--- src/rtl/muldiv_pkg.sv ---
// Shared types and sizes for the HI/LO multiply/divide unit.
package muldiv_pkg;
  localparam int WIDTH = 32;
  localparam int ITER  = 32;

  typedef enum logic [1:0] {
    OP_MULT  = 2'd0,
    OP_MULTU = 2'd1,
    OP_DIV   = 2'd2,
    OP_DIVU  = 2'd3
  } op_e;

  typedef enum logic [1:0] {
    S_IDLE = 2'd0,
    S_RUN  = 2'd1,
    S_FIX  = 2'd2
  } state_e;
endpackage

--- src/rtl/muldiv_step.sv ---
// One radix-2 iteration: shift-add for multiply, restoring shift-subtract for divide.
module muldiv_step
  import muldiv_pkg::*;
(
  input  logic                 is_div,
  input  logic [2*WIDTH-1:0]   acc_i,
  input  logic [WIDTH-1:0]     opnd_i,
  output logic [2*WIDTH-1:0]   acc_o
);
  logic [WIDTH:0] sum;
  logic [WIDTH:0] rem;
  logic [WIDTH:0] diff;
  logic           qbit;

  always_comb begin
    sum  = {1'b0, acc_i[2*WIDTH-1:WIDTH]} + {1'b0, opnd_i};
    // Partial remainder after the left shift needs 33 bits to compare safely.
    rem  = acc_i[2*WIDTH-1:WIDTH-1];
    diff = rem - {1'b0, opnd_i};
    qbit = ~diff[WIDTH];
    if (is_div) begin
      acc_o = qbit ? {diff[WIDTH-1:0], acc_i[WIDTH-2:0], 1'b1}
                   : {acc_i[2*WIDTH-2:0], 1'b0};
    end else begin
      acc_o = acc_i[0] ? {sum, acc_i[WIDTH-1:1]}
                       : {1'b0, acc_i[2*WIDTH-1:1]};
    end
  end
endmodule

--- src/rtl/hilo_muldiv.sv ---
// HI/LO multiply/divide unit: IDLE -> RUN (32 iterations) -> FIX (sign fixup, write HI/LO).
// Define MULDIV_FAST_MULT_EN to send multiplies through a single-cycle multiplier (IDLE -> FIX).
module hilo_muldiv
  import muldiv_pkg::*;
(
  input  logic             clk,
  input  logic             rst,
  input  logic             start,
  input  logic [1:0]       op,
  input  logic [WIDTH-1:0] rs,
  input  logic [WIDTH-1:0] rt,
  input  logic             mthi,
  input  logic             mtlo,
  output logic [WIDTH-1:0] hi,
  output logic [WIDTH-1:0] lo,
  output logic             busy,
  output logic             done
);
  localparam int CNT_W = $clog2(ITER);

  state_e               state_q, state_d;
  logic [CNT_W-1:0]     cnt_q, cnt_d;
  logic [2*WIDTH-1:0]   acc_q, acc_d, acc_step, acc_neg;
  logic [WIDTH-1:0]     opnd_q, opnd_d, rs_q, rs_d, hi_q, hi_d, lo_q, lo_d;
  logic                 is_div_q, is_div_d, res_neg_q, res_neg_d;
  logic                 rem_neg_q, rem_neg_d, dz_q, dz_d, done_q, done_d;

  op_e                  op_v;
  logic                 signed_v, div_v, rs_neg, rt_neg;
  logic [WIDTH-1:0]     rs_mag, rt_mag;

  assign op_v     = op_e'(op);
  assign signed_v = (op_v == OP_MULT) || (op_v == OP_DIV);
  assign div_v    = (op_v == OP_DIV)  || (op_v == OP_DIVU);
  assign rs_neg   = signed_v & rs[WIDTH-1];
  assign rt_neg   = signed_v & rt[WIDTH-1];
  assign rs_mag   = rs_neg ? -rs : rs;
  assign rt_mag   = rt_neg ? -rt : rt;
  assign acc_neg  = -acc_q;

  muldiv_step u_step (
    .is_div (is_div_q),
    .acc_i  (acc_q),
    .opnd_i (opnd_q),
    .acc_o  (acc_step)
  );

  always_comb begin
    state_d   = state_q;
    cnt_d     = cnt_q;
    acc_d     = acc_q;
    opnd_d    = opnd_q;
    rs_d      = rs_q;
    is_div_d  = is_div_q;
    res_neg_d = res_neg_q;
    rem_neg_d = rem_neg_q;
    dz_d      = dz_q;
    hi_d      = hi_q;
    lo_d      = lo_q;
    done_d    = 1'b0;
    case (state_q)
      S_IDLE: begin
        if (start) begin
          state_d   = S_RUN;
          cnt_d     = '0;
          is_div_d  = div_v;
          res_neg_d = rs_neg ^ rt_neg;
          rem_neg_d = rs_neg;
          dz_d      = div_v && (rt == '0);
          rs_d      = rs;
          // Multiply: acc low half holds the multiplier, opnd the multiplicand.
          opnd_d    = div_v ? rt_mag : rs_mag;
          acc_d     = div_v ? {{WIDTH{1'b0}}, rs_mag} : {{WIDTH{1'b0}}, rt_mag};
`ifdef MULDIV_FAST_MULT_EN
          if (!div_v) begin
            state_d = S_FIX;
            acc_d   = {{WIDTH{1'b0}}, rs_mag} * {{WIDTH{1'b0}}, rt_mag};
          end
`endif
        end else begin
          if (mthi) hi_d = rs;
          if (mtlo) lo_d = rs;
        end
      end
      S_RUN: begin
        acc_d = acc_step;
        cnt_d = cnt_q + CNT_W'(1);
        if (cnt_q == CNT_W'(ITER - 1)) state_d = S_FIX;
      end
      S_FIX: begin
        state_d = S_IDLE;
        done_d  = 1'b1;
        if (!is_div_q) begin
          hi_d = res_neg_q ? acc_neg[2*WIDTH-1:WIDTH] : acc_q[2*WIDTH-1:WIDTH];
          lo_d = res_neg_q ? acc_neg[WIDTH-1:0]       : acc_q[WIDTH-1:0];
        end else if (dz_q) begin
          hi_d = rs_q;
          lo_d = '1;
        end else begin
          lo_d = res_neg_q ? -acc_q[WIDTH-1:0]         : acc_q[WIDTH-1:0];
          hi_d = rem_neg_q ? -acc_q[2*WIDTH-1:WIDTH]   : acc_q[2*WIDTH-1:WIDTH];
        end
      end
      default: state_d = S_IDLE;
    endcase
  end

  always_ff @(posedge clk) begin
    if (!rst) begin
      state_q   <= S_IDLE;
      cnt_q     <= '0;
      acc_q     <= '0;
      opnd_q    <= '0;
      rs_q      <= '0;
      is_div_q  <= 1'b0;
      res_neg_q <= 1'b0;
      rem_neg_q <= 1'b0;
      dz_q      <= 1'b0;
      hi_q      <= '0;
      lo_q      <= '0;
      done_q    <= 1'b0;
    end else begin
      state_q   <= state_d;
      cnt_q     <= cnt_d;
      acc_q     <= acc_d;
      opnd_q    <= opnd_d;
      rs_q      <= rs_d;
      is_div_q  <= is_div_d;
      res_neg_q <= res_neg_d;
      rem_neg_q <= rem_neg_d;
      dz_q      <= dz_d;
      hi_q      <= hi_d;
      lo_q      <= lo_d;
      done_q    <= done_d;
    end
  end

  assign hi   = hi_q;
  assign lo   = lo_q;
  assign busy = (state_q != S_IDLE);
  assign done = done_q;
endmodule

--- config.mk ---
export PLATFORM = sky130hd
export DESIGN_NAME = hilo_muldiv
export DESIGN_NICKNAME = d
export VERILOG_FILES = /design/src/rtl/muldiv_pkg.sv /design/src/rtl/muldiv_step.sv /design/src/rtl/hilo_muldiv.sv
export SDC_FILE = /design/constraint.sdc
export NUM_CORES = 1
export LEC_CHECK = 0
export CORE_MARGIN = 2
export CORE_UTILIZATION = 35
export DETAILED_ROUTE_END_ITERATION = 10
export GPL_ROUTABILITY_DRIVEN = 0
export GPL_TIMING_DRIVEN = 0
export SETUP_SLACK_MARGIN = 0.02
export SLEW_MARGIN = 15
export SYNTH_ARGS = -nofsm -noshare
export SYNTH_HDL_FRONTEND = slang
export SYNTH_SLANG_ARGS = --single-unit
--- constraint.sdc ---
create_clock -name clk -period 8.95 [get_ports clk]
set_input_delay 1.3425 -clock clk [delete_from_list [all_inputs] [get_ports clk]]
set_output_delay 1.3425 -clock clk [all_outputs]
set_load 0.02 [all_outputs]
Word level (Yosys, flattened, before mapping)

Cells that the tools add are included.

Register bits: 204
Output and inout port bits: 66

$add $sub $neg: 8
Eq/ne operators: 10
Multiplexer cells: 29
Bitwise gates (word level): 3
Reduce and logical (&&, ||, !) cells: 14

Operators by type and width:

| kind                  | number |
|---|---|
| $mux W32              | 16 |
| $mux W64              | 4 |
| $neg A32 Y32          | 4 |
| $pmux W32 S2          | 2 |
| $pmux W64 S2          | 1 |
| $neg A64 Y64          | 1 |
| $add A32 B32 Y33      | 1 |
| $sub A33 B32 Y33      | 1 |
| $logic_not A32 Y1     | 1 |
| $ne A2 B2 Y1 const B  | 5 |
| $pmux W5 S2           | 1 |
| $eq A2 B2 Y1 const B  | 3 |
| $reduce_and A2 Y1     | 3 |
| $reduce_and A3 Y1     | 2 |
| $reduce_bool A2 Y1    | 3 |
| $add A5 B1 Y5 const B | 1 |
| $eq A5 B5 Y1 const B  | 1 |
| $mux W5               | 1 |
| $logic_not A2 Y1      | 2 |
| $mux W2               | 2 |
| $pmux W2 S2           | 1 |
| $and A1 B1 Y1         | 2 |
| $eq A2 B1 Y1 const B  | 1 |
| $logic_or A1 B1 Y1    | 2 |
| other kinds (3)       | 3 |

Longest topological paths before layout

Gate-level depths: netlist (run 1).

Depth after elaboration: 7
Gate-level depth with buffers: 14
Mapped depth without buffers: 13

Hierarchy

From an unflattened synthesis (run 1), not the netlist that was laid out.

Cell total of the unflattened synthesis: 2409
Area total of the unflattened synthesis: 17640.7 um2

By module, submodules not included:

| module      | times used | cells each | area an instance (um2) | sequential area each (um2) |
|---|---|---|---|---|
| hilo_muldiv | 1          | 1717       | 12793.5                | 4083.9 |
| muldiv_step | 1          | 692        | 4847.1                 | 0.0 |

Least setup slack after synthesis (run 1)

Ideal clock, no wire load.

Path type: in2reg
From: input port rt[11]
To: register opnd_q[26]
Arrival time: 3.634 ns
Data required time: 8.833 ns
Path slack: 5.199 ns
Cell stages on the path: 10
Buffers on the path: 0
Path through: or4_4 nor4_4 nand3b_1 or3_1 or4_4 o21ai_0 xnor2_1 nor2_1 nor2_1 a32o_1

Longest elaborated chain between the ends: 3

Ends and longest elaborated chain:

| what                 | RTL line           | source |
|---|---|---|
| from (decl)          | hilo_muldiv.sv:11  | `input logic [WIDTH-1:0] rt,` |
| $neg A32 Y32         | hilo_muldiv.sv:38  | `assign rt_mag = rt_neg ? -rt : rt;` |
| $mux W32             | hilo_muldiv.sv:38  |  |
| $mux W32             | hilo_muldiv.sv:72  | `opnd_d = div_v ? rt_mag : rs_mag;` |
| to (signal assigned) | hilo_muldiv.sv:126 | `opnd_q <= opnd_d;` |
| to (decl)            | hilo_muldiv.sv:24  | `logic [WIDTH-1:0] opnd_q, opnd_d, rs_q, rs_d, hi_q, hi_d, lo_q, lo_d;` |

Every way passes these cells.
A chain may end at the register's enable or synchronous reset.

Final worst setup path (run 1)

From: register acc_q[0]
To: register hi_q[14], in the netlist hi[14]

Longest elaborated chain between the ends: 4

Ends and longest elaborated chain:

| what                   | RTL line           | source |
|---|---|---|
| from (decl)            | hilo_muldiv.sv:23  | `logic [2*WIDTH-1:0] acc_q, acc_d, acc_step, acc_neg;` |
| from (signal assigned) | hilo_muldiv.sv:112 | `acc_q <= '0;` |
| from (signal assigned) | hilo_muldiv.sv:125 | `acc_q <= acc_d;` |
| $neg A64 Y64           | hilo_muldiv.sv:39  | `assign acc_neg = -acc_q;` |
| $mux W32               | hilo_muldiv.sv:94  | `hi_d = res_neg_q ? acc_neg[2*WIDTH-1:WIDTH] : acc_q[2*WIDTH-1:WIDTH];` |
| $mux W32               | hilo_muldiv.sv:93  | `if (!is_div_q) begin` |
| $pmux W32 S2           | hilo_muldiv.sv:61  | `case (state_q)` |
| to (signal assigned)   | hilo_muldiv.sv:132 | `hi_q <= hi_d;` |
| to (decl)              | hilo_muldiv.sv:24  |  |

Every way passes these cells.

==> summary.md, run 1 <==
| Metric | Value |
|---|---|
| CTS Buf Count | 25 |
| Nature of the critical path endpoint | flop |
| Clock Path Buffers | 3 |
| Largest net degree at the start of global routing | 13 |
| Psw | about 1.2 mW |
| CTS root buffer | clkbuf_16 |
| RSZ-0062 raised after global routing | false |
| Synthesized instance count | around 2300 |
| Total Routed Length | between 70 and 80 mm |
| Switching share of power | a little under two fifths |
| Outcome | complete, no violations |
| Most common cell in the netlist | nand2_1 |
| Net Count, Synth | about 2400 |
| Leak pwr | ~7.1 nW |
| Number of DRC markers in iteration 0 | 2734 |
| DRC Markers | 0 |
| Post-Syn Area per Cell | 7.30 sq um |
| Worst endpoint required time | approximately 9400 ps |
| Via count | 19600 |
| Synth area leader | dfxtp_1 |
| WP data arrival | between 4000 and 5000 ps |
| WS Path Type | flop to flop |
| Slew Limit Fails | 0 |
| Synth top area share | 24.3% |
| Share of layout cells above drive strength 1 | between 3 and 4% |
| Hold Path Class | flop to flop |
| Post-CTS setup buffer count | 0 |
| Crit path buf inv count | 2 |
| First-pass GRT wire length | between 100 and 150 mm |
| Slew margin rel. | 22.0% |
| Routed vias/inst | about 6.4 |
| CP max-delay cell | clkbuf_1 |
| Clock Power Share | between 30 and 40% |
| Drt wl/cell | 25.5 microns |
| Clock latency on the worst-skew pair | 570 ps |
| Initial core utilization | 35.3% |
| CP cell instances | clkinv_1 -> clkbuf_1 -> ha_1 -> nand2_1 -> nor3_1 -> nand4_1 -> o31a_1 -> a21oi_1 -> xor2_1 -> nor2_1 -> a211oi_1 -> nor4_1 |
| Worst r2r path cells | 12 |
| Die W | approximately 220 microns |
| Pwr/cell area | around 160 nW/um^2 |
| Setup violations, final | 0 |
| # resized after CTS | 0 |
| Yosys cell types | 75 |
| Crit start category | flop |
| Filler cells | slightly below 5000 |
| Die area | about 50000 sq um |
| Initial antenna violation count | 4 |
| Top_reg_cell synth | dfxtp_1 |
| Clock skew | between 30 and 40 ps |
| DP Wirelength | 61.5 mm |
| IO buf count | 128 |
| Logic pwr share | between 30% and 40% |
| Max stage delay on crit path | around 800 ps |
| Overflow left after global routing | 0 |
| Peak supply drop | 0.144 mV |
| Cell family with most CP delay | compound AO/OA/AOI/OAI gates |
| CP max FO | 10 |
| Total GRT Usage | approximately 30% |
| # Max-Cap Violations | 0 |
| Clk slew on worst S/H paths | about 60 ps |
| Largest cells by area after synthesis | dfxtp_1, a21oi_1, nand2_1, xnor2_1, ha_1 |
| Synthesized area | about 17000 sq um |
| Layout Nets | approximately 2600 |
| Sequential Power Share | 32.5% |
| Hold-fix buffers at CTS | 0 |
| IO Count | 137 |
| Area of the multi-input gates | roughly 12000 sq um |
| Post-synth EDFFs | 0 |
| Cell-internal power | 1.99 mW |
| Setup TNS after final layout | 0 ps |
| CTS tree | done |
| Worst Max-Slew Pin Slew | between 1000 and 1500 ps |
| # rows | 80 |
| Post-synth top cells | nand2_1, a21oi_1, dfxtp_1 |
| Min Tclk post-route | 4590 ps |
| Sequential cell area | between 4000 and 5000 sq um |
| WP depth | 12 |
| Core area | 47500 sq um |
| CTS Sinks | between 200 and 250 |
| Flops & latches, synth | a little over 200 |
| Vias in the first global route | 18500 |
| Layout Utilization | 41.4% |
| Synth async-reset ratio | 0% |
| YS warnings | 0 |
| Seq/Total Area, Yosys | 24.3% |
| Final Hold Fails | 0 |
| P&R area growth vs syn | 17.3% |
| Crit share post-route | 51.3% |
| Final ANT Viol Nets | 0 |
| First-pass DRT Iterations | 6 |
| CTS H-Tree Depth | 1 |
| Die Y | ~220 microns |
| Fmax | between 200 and 250 MHz |
| Hold path depth | 2 |
## worst paths after layout
check                           startpoint  endpoint  slack (ps)
worst min-delay path                 hi[3]     hi[3]         460
worst min register to register       hi[3]     hi[3]         460
worst max register to register    acc_q[0]    hi[14]        4360
worst max-delay path              acc_q[0]    hi[14]        4360
## logic make-up after synthesis
| family | synth area share (%) |
|---|---|
| flip-flops | 24.3 |
| AO/OA/AOI/OAI | 29.5 |
| buffers and inverters | 6.15 |
| XOR/XNOR | 10.7 |
| AND/OR/NAND/NOR | 20.1 |
| adder cells (fa/ha/maj) | 5.45 |
| multiplexers | 3.76 |
## per-layer routing
| metal | share of wire, % | wire (microns) | track usage [%] |
|---|---|---|---|
| met1 | 39 | 30700 | 38.9 |
| met2 | 43 | 34200 | 47.8 |
| met3 | 12 | 9110 | 6.97 |
| met4 | 6.0 | 4690 | 15.9 |
| met5 | 0.034 | 27 | 0 |
## cell usage in the layout, fill, tap and decap left out, types with 26 or more instances in the layout
master	netlist	final
o21ai_0	149	149
xor2_1	70	70
nor2_1	142	142
clkdlybuf4s50_1	0	128
nand2_1	317	317
dfxtp_1	204	204
a211oi_1	53	53
xnor2_1	133	133
o211ai_1	43	43
inv_1	65	65
nor2b_1	27	27
o31ai_1	37	37
clkbuf_1	172	176
a21o_1	28	28
a21oi_1	240	240
o221ai_1	47	47
nor3_1	28	28
mux2i_1	53	53
nand3_1	54	54
ha_1	70	70
buf_1	26	26
## layout make-up
type	count	share of cell area (%)
clock inverter	6	0.565
clock buffer	36	3.74
tap	615	3.90
multi-input combinational	1828	59.3
sequential	204	20.7
buffer	204	3.97
antenna	1	0.0127
timing repair buffer	128	6.50
inverter	67	1.28
## power by group through the flow
stage                     clock (mW)  sequential (mW)  combinational [mW]
after floorplan                    0             1.04               0.664
after global placement             0             1.05                1.02
after detailed placement           0             1.06                1.03
after CTS                       1.07             1.04                1.04
after global routing            1.11             1.04                1.15
final                           1.08             1.04                1.09
## sequential cells by signal, indices dropped and copies added, names as in the netlist
register   flops
rem_neg_q      1
dz_q           1
state_q        2
rs_q          32
hi            32
done           1
acc_q         64
opnd_q        32
cnt_q          5
lo            32
is_div_q       1
res_neg_q      1
## tightest hold or removal path: cells and delay by family (launching register included)
family	cells	cell delay, ps
simple gates	1	50
flops	1	310
compound gates	1	50
## through the flow
stage	worst slack, ps	power (mW)	cell area [sq um]	std cells	hold WS, ps
after floorplan	5200	1.71	16800	2303	414
after global placement	4140	2.08	18900	3046	442
after detailed placement	4080	2.09	18900	3046	446
after CTS	4590	3.15	19700	3088	456
after global routing	4330	3.30	19700	3088	470
final	4360	3.21	19700	3089	455
(Power assumes the default switching activity.)
==> inputs of run 2 (changes only) <==
==> constraint.sdc (replaced) <==
create_clock -name clk -period 4.6 [get_ports clk]
set_input_delay 0.69 -clock clk [delete_from_list [all_inputs] [get_ports clk]]
set_output_delay 0.69 -clock clk [all_outputs]
set_load 0.02 [all_outputs]
==> summary.md, run 2 (same netlist as run 1, synthesis figures left out) <==
| Metric | Value |
|---|---|
| Initial antenna violation count | 4 |
| Die W | ~220 microns |
| CP cell instances | clkbuf_1 -> inv_1 -> fa_1 -> nor2b_1 -> o211ai_1 -> a211oi_1 -> o21ai_0 -> a31oi_1 -> a21oi_1 -> nand2b_1 -> a31oi_1 -> o211ai_1 -> a32o_1 |
| # resized after CTS | 0 |
| # placed instances | 3046 |
| Hold Path Class | flop to flop |
| Switching share of power | 37.7% |
| Logic pwr share | roughly 34% |
| Pwr/cell area | approximately 320 nW/um^2 |
| Hold-fix buffers at CTS | 0 |
| CP max FO | 7 |
| Crit path from | acc_q[33] |
| Clock latency on the worst-skew pair | roughly 570 ps |
| Crit share post-route | about 93% |
| Hold_ws | 455 ps |
| Crit start category | flop |
| Clock Power Share | between 30 and 40% |
| Area of the multi-input gates | between 10000 and 15000 sq um |
| CTS Buf Count | 25 |
| Share of layout cells above drive strength 1 | under 10% |
| WS Path Type | flop to flop |
| CP max-delay cell | a211oi_1 |
| Worst r2r path cells | 13 |
| Sequential cell area | 4080 sq um |
| Total GRT Usage | a little under a third |
| Worst Max-Slew Pin Slew | roughly 1200 ps |
| Nature of the critical path endpoint | flop |
| End point of the critical path | acc_q[61] |
| Number of DRC markers in iteration 0 | roughly 2700 |
| Filler cells | 4896 |
| Non-filler cells, final | about 3000 |
| Clock Path Buffers | 3 |
| Worst endpoint required time | a little over 5000 ps |
| CTS H-Tree Depth | 1 |
| DRC Markers | 0 |
| # Max-Cap Violations | 0 |
| Worst r2r dst | acc_q[61] |
| Slew margin rel. | a little under a fifth |
| HP Start | hi[3] |
| Setup TNS after final layout | 0 ps |
| Final Hold Fails | 0 |
| Sequential Power Share | roughly a third |
| R2R Setup Slk | between 300 and 400 ps |
| Die Y | around 220 microns |
| Crit path buf inv count | 2 |
| First-pass DRT Iterations | 6 |
| Layout Nets | 2600 |
| Largest net degree at the start of global routing | 13 |
| RR Startpoint | acc_q[33] |
| IO Count | roughly 140 |
| Max stage delay on crit path | around 600 ps |
| Initial core utilization | 35.3% |
| Final instance area | ~20000 sq um |
| Setup violations, final | 0 |
| Die area | roughly 50000 sq um |
| Top reg by flops | acc_q |
| Final ANT Viol Nets | 0 |
| Min Tclk post-route | around 4300 ps |
| Via count | between 15000 and 20000 |
| IO buf count | ~130 |
| P&R area growth vs syn | 17.3% |
| Commonest cells after routing, fill and taps aside | nand2_1, a21oi_1, dfxtp_1, clkbuf_1, o21ai_0 |
| Commonest non-fill, non-tap cell in the layout | nand2_1 |
| Vias in the first global route | 18500 |
| Leak pwr | between 7 and 8 nW |
| Overflow left after global routing | 0 |
| RSZ-0062 raised after global routing | false |
| Peak supply drop | 0.278 mV |
| WP depth | 13 |
| DP Wirelength | roughly 62 mm |
| CTS tree | done |
| # rows | 80 |
| Psw | approximately 2.4 mW |
| CTS Sinks | 204 |
| Max FFs per register | 64 |
| Routed vias/inst | ~6.3 |
| Cell-internal power | between 3 and 4 mW |
| Core area | 47500 sq um |
| WP data arrival | between 4000 and 5000 ps |
| Post-CTS setup buffer count | 0 |
| Clk slew on worst S/H paths | about 60 ps |
| Post-Place Cell Area | 18900 sq um |
| Outcome | complete, no violations |
| Slew Limit Fails | 0 |
| Clock skew | roughly 36 ps |
| Cell family with most CP delay | compound AO/OA/AOI/OAI gates |
| Fmax | between 200 and 250 MHz |
| Total Routed Length | about 80 mm |
| Drt wl/cell | approximately 25 microns |
| CTS root buffer | clkbuf_16 |
| First-pass GRT wire length | ~110 mm |
-- run 2: changes by cell type in the layout (fill, tap and decap cells not counted), sizes merged --
cell and change:
diode +1, clkbuf -1
-- run 2: through the flow --
| stage | setup slack, ps | utilization (%) | total power, mW |
|---|---|---|---|
| after floorplan | 1500 | - | 3.32 |
| after global placement | 215 | 39.7 | 4.04 |
| after detailed placement | 264 | 39.7 | 4.07 |
| after CTS | 240 | 41.4 | 6.13 |
| after global routing | 245 | 41.5 | 6.43 |
| final | 343 | 41.5 | 6.23 |
-- run 2: worst reg2reg max path, stage by stage, from the launching register on --
cell	delay, ps
dfxtp_1	380
clkbuf_1	380
inv_1	200
fa_1	490
nor2b_1	230
o211ai_1	210
a211oi_1	610
o21ai_0	270
a31oi_1	400
a21oi_1	200
nand2b_1	180
a31oi_1	210
o211ai_1	110
a32o_1	290
-- run 2: worst min path at each step --
stage          cells past startpoint       end  slack (ps)
2_1_floorplan                      1  cnt_q[3]         410
3_3_place_gp                       2  rs_q[16]         440
3_5_place_dp                       2    lo[23]         450
4_1_cts                            2  rs_q[16]         460
5_1_grt                            2    lo[10]         470
6_report                           2     hi[3]         460
-- run 2: per-layer routing --
metal | global-route usage (%) | part of all wire [%] | vias up
li1 | - | - | 8656
met1 | 38.9 | 39 | 9273
met2 | 47.8 | 44 | 1293
met3 | 6.97 | 12 | 287
met4 | 15.9 | 5.7 | 4
met5 | 0 | 0.038 | -
-- run 2: power groups by stage --
| stage | sequential [mW] | clock (mW) | combinational [mW] |
|---|---|---|---|
| 6_report | 2.03 | 2.10 | 2.11 |
| 3_3_place_gp | 2.05 | 0 | 1.99 |
| 4_1_cts | 2.02 | 2.08 | 2.03 |
| 2_1_floorplan | 2.02 | 0 | 1.29 |
| 5_1_grt | 2.03 | 2.16 | 2.23 |
| 3_5_place_dp | 2.05 | 0 | 2.01 |
-- run 2: layout make-up --
cell class | instances | area share (%)
diodes | 2 | 0.0254
flip-flops and latches | 204 | 20.7
inverters | 67 | 1.28
multi-input cells | 1828 | 59.3
plain buffers | 203 | 3.95
clock inverters | 6 | 0.565
well taps | 615 | 3.90
clock buffers | 36 | 3.74
repair buffers | 128 | 6.50
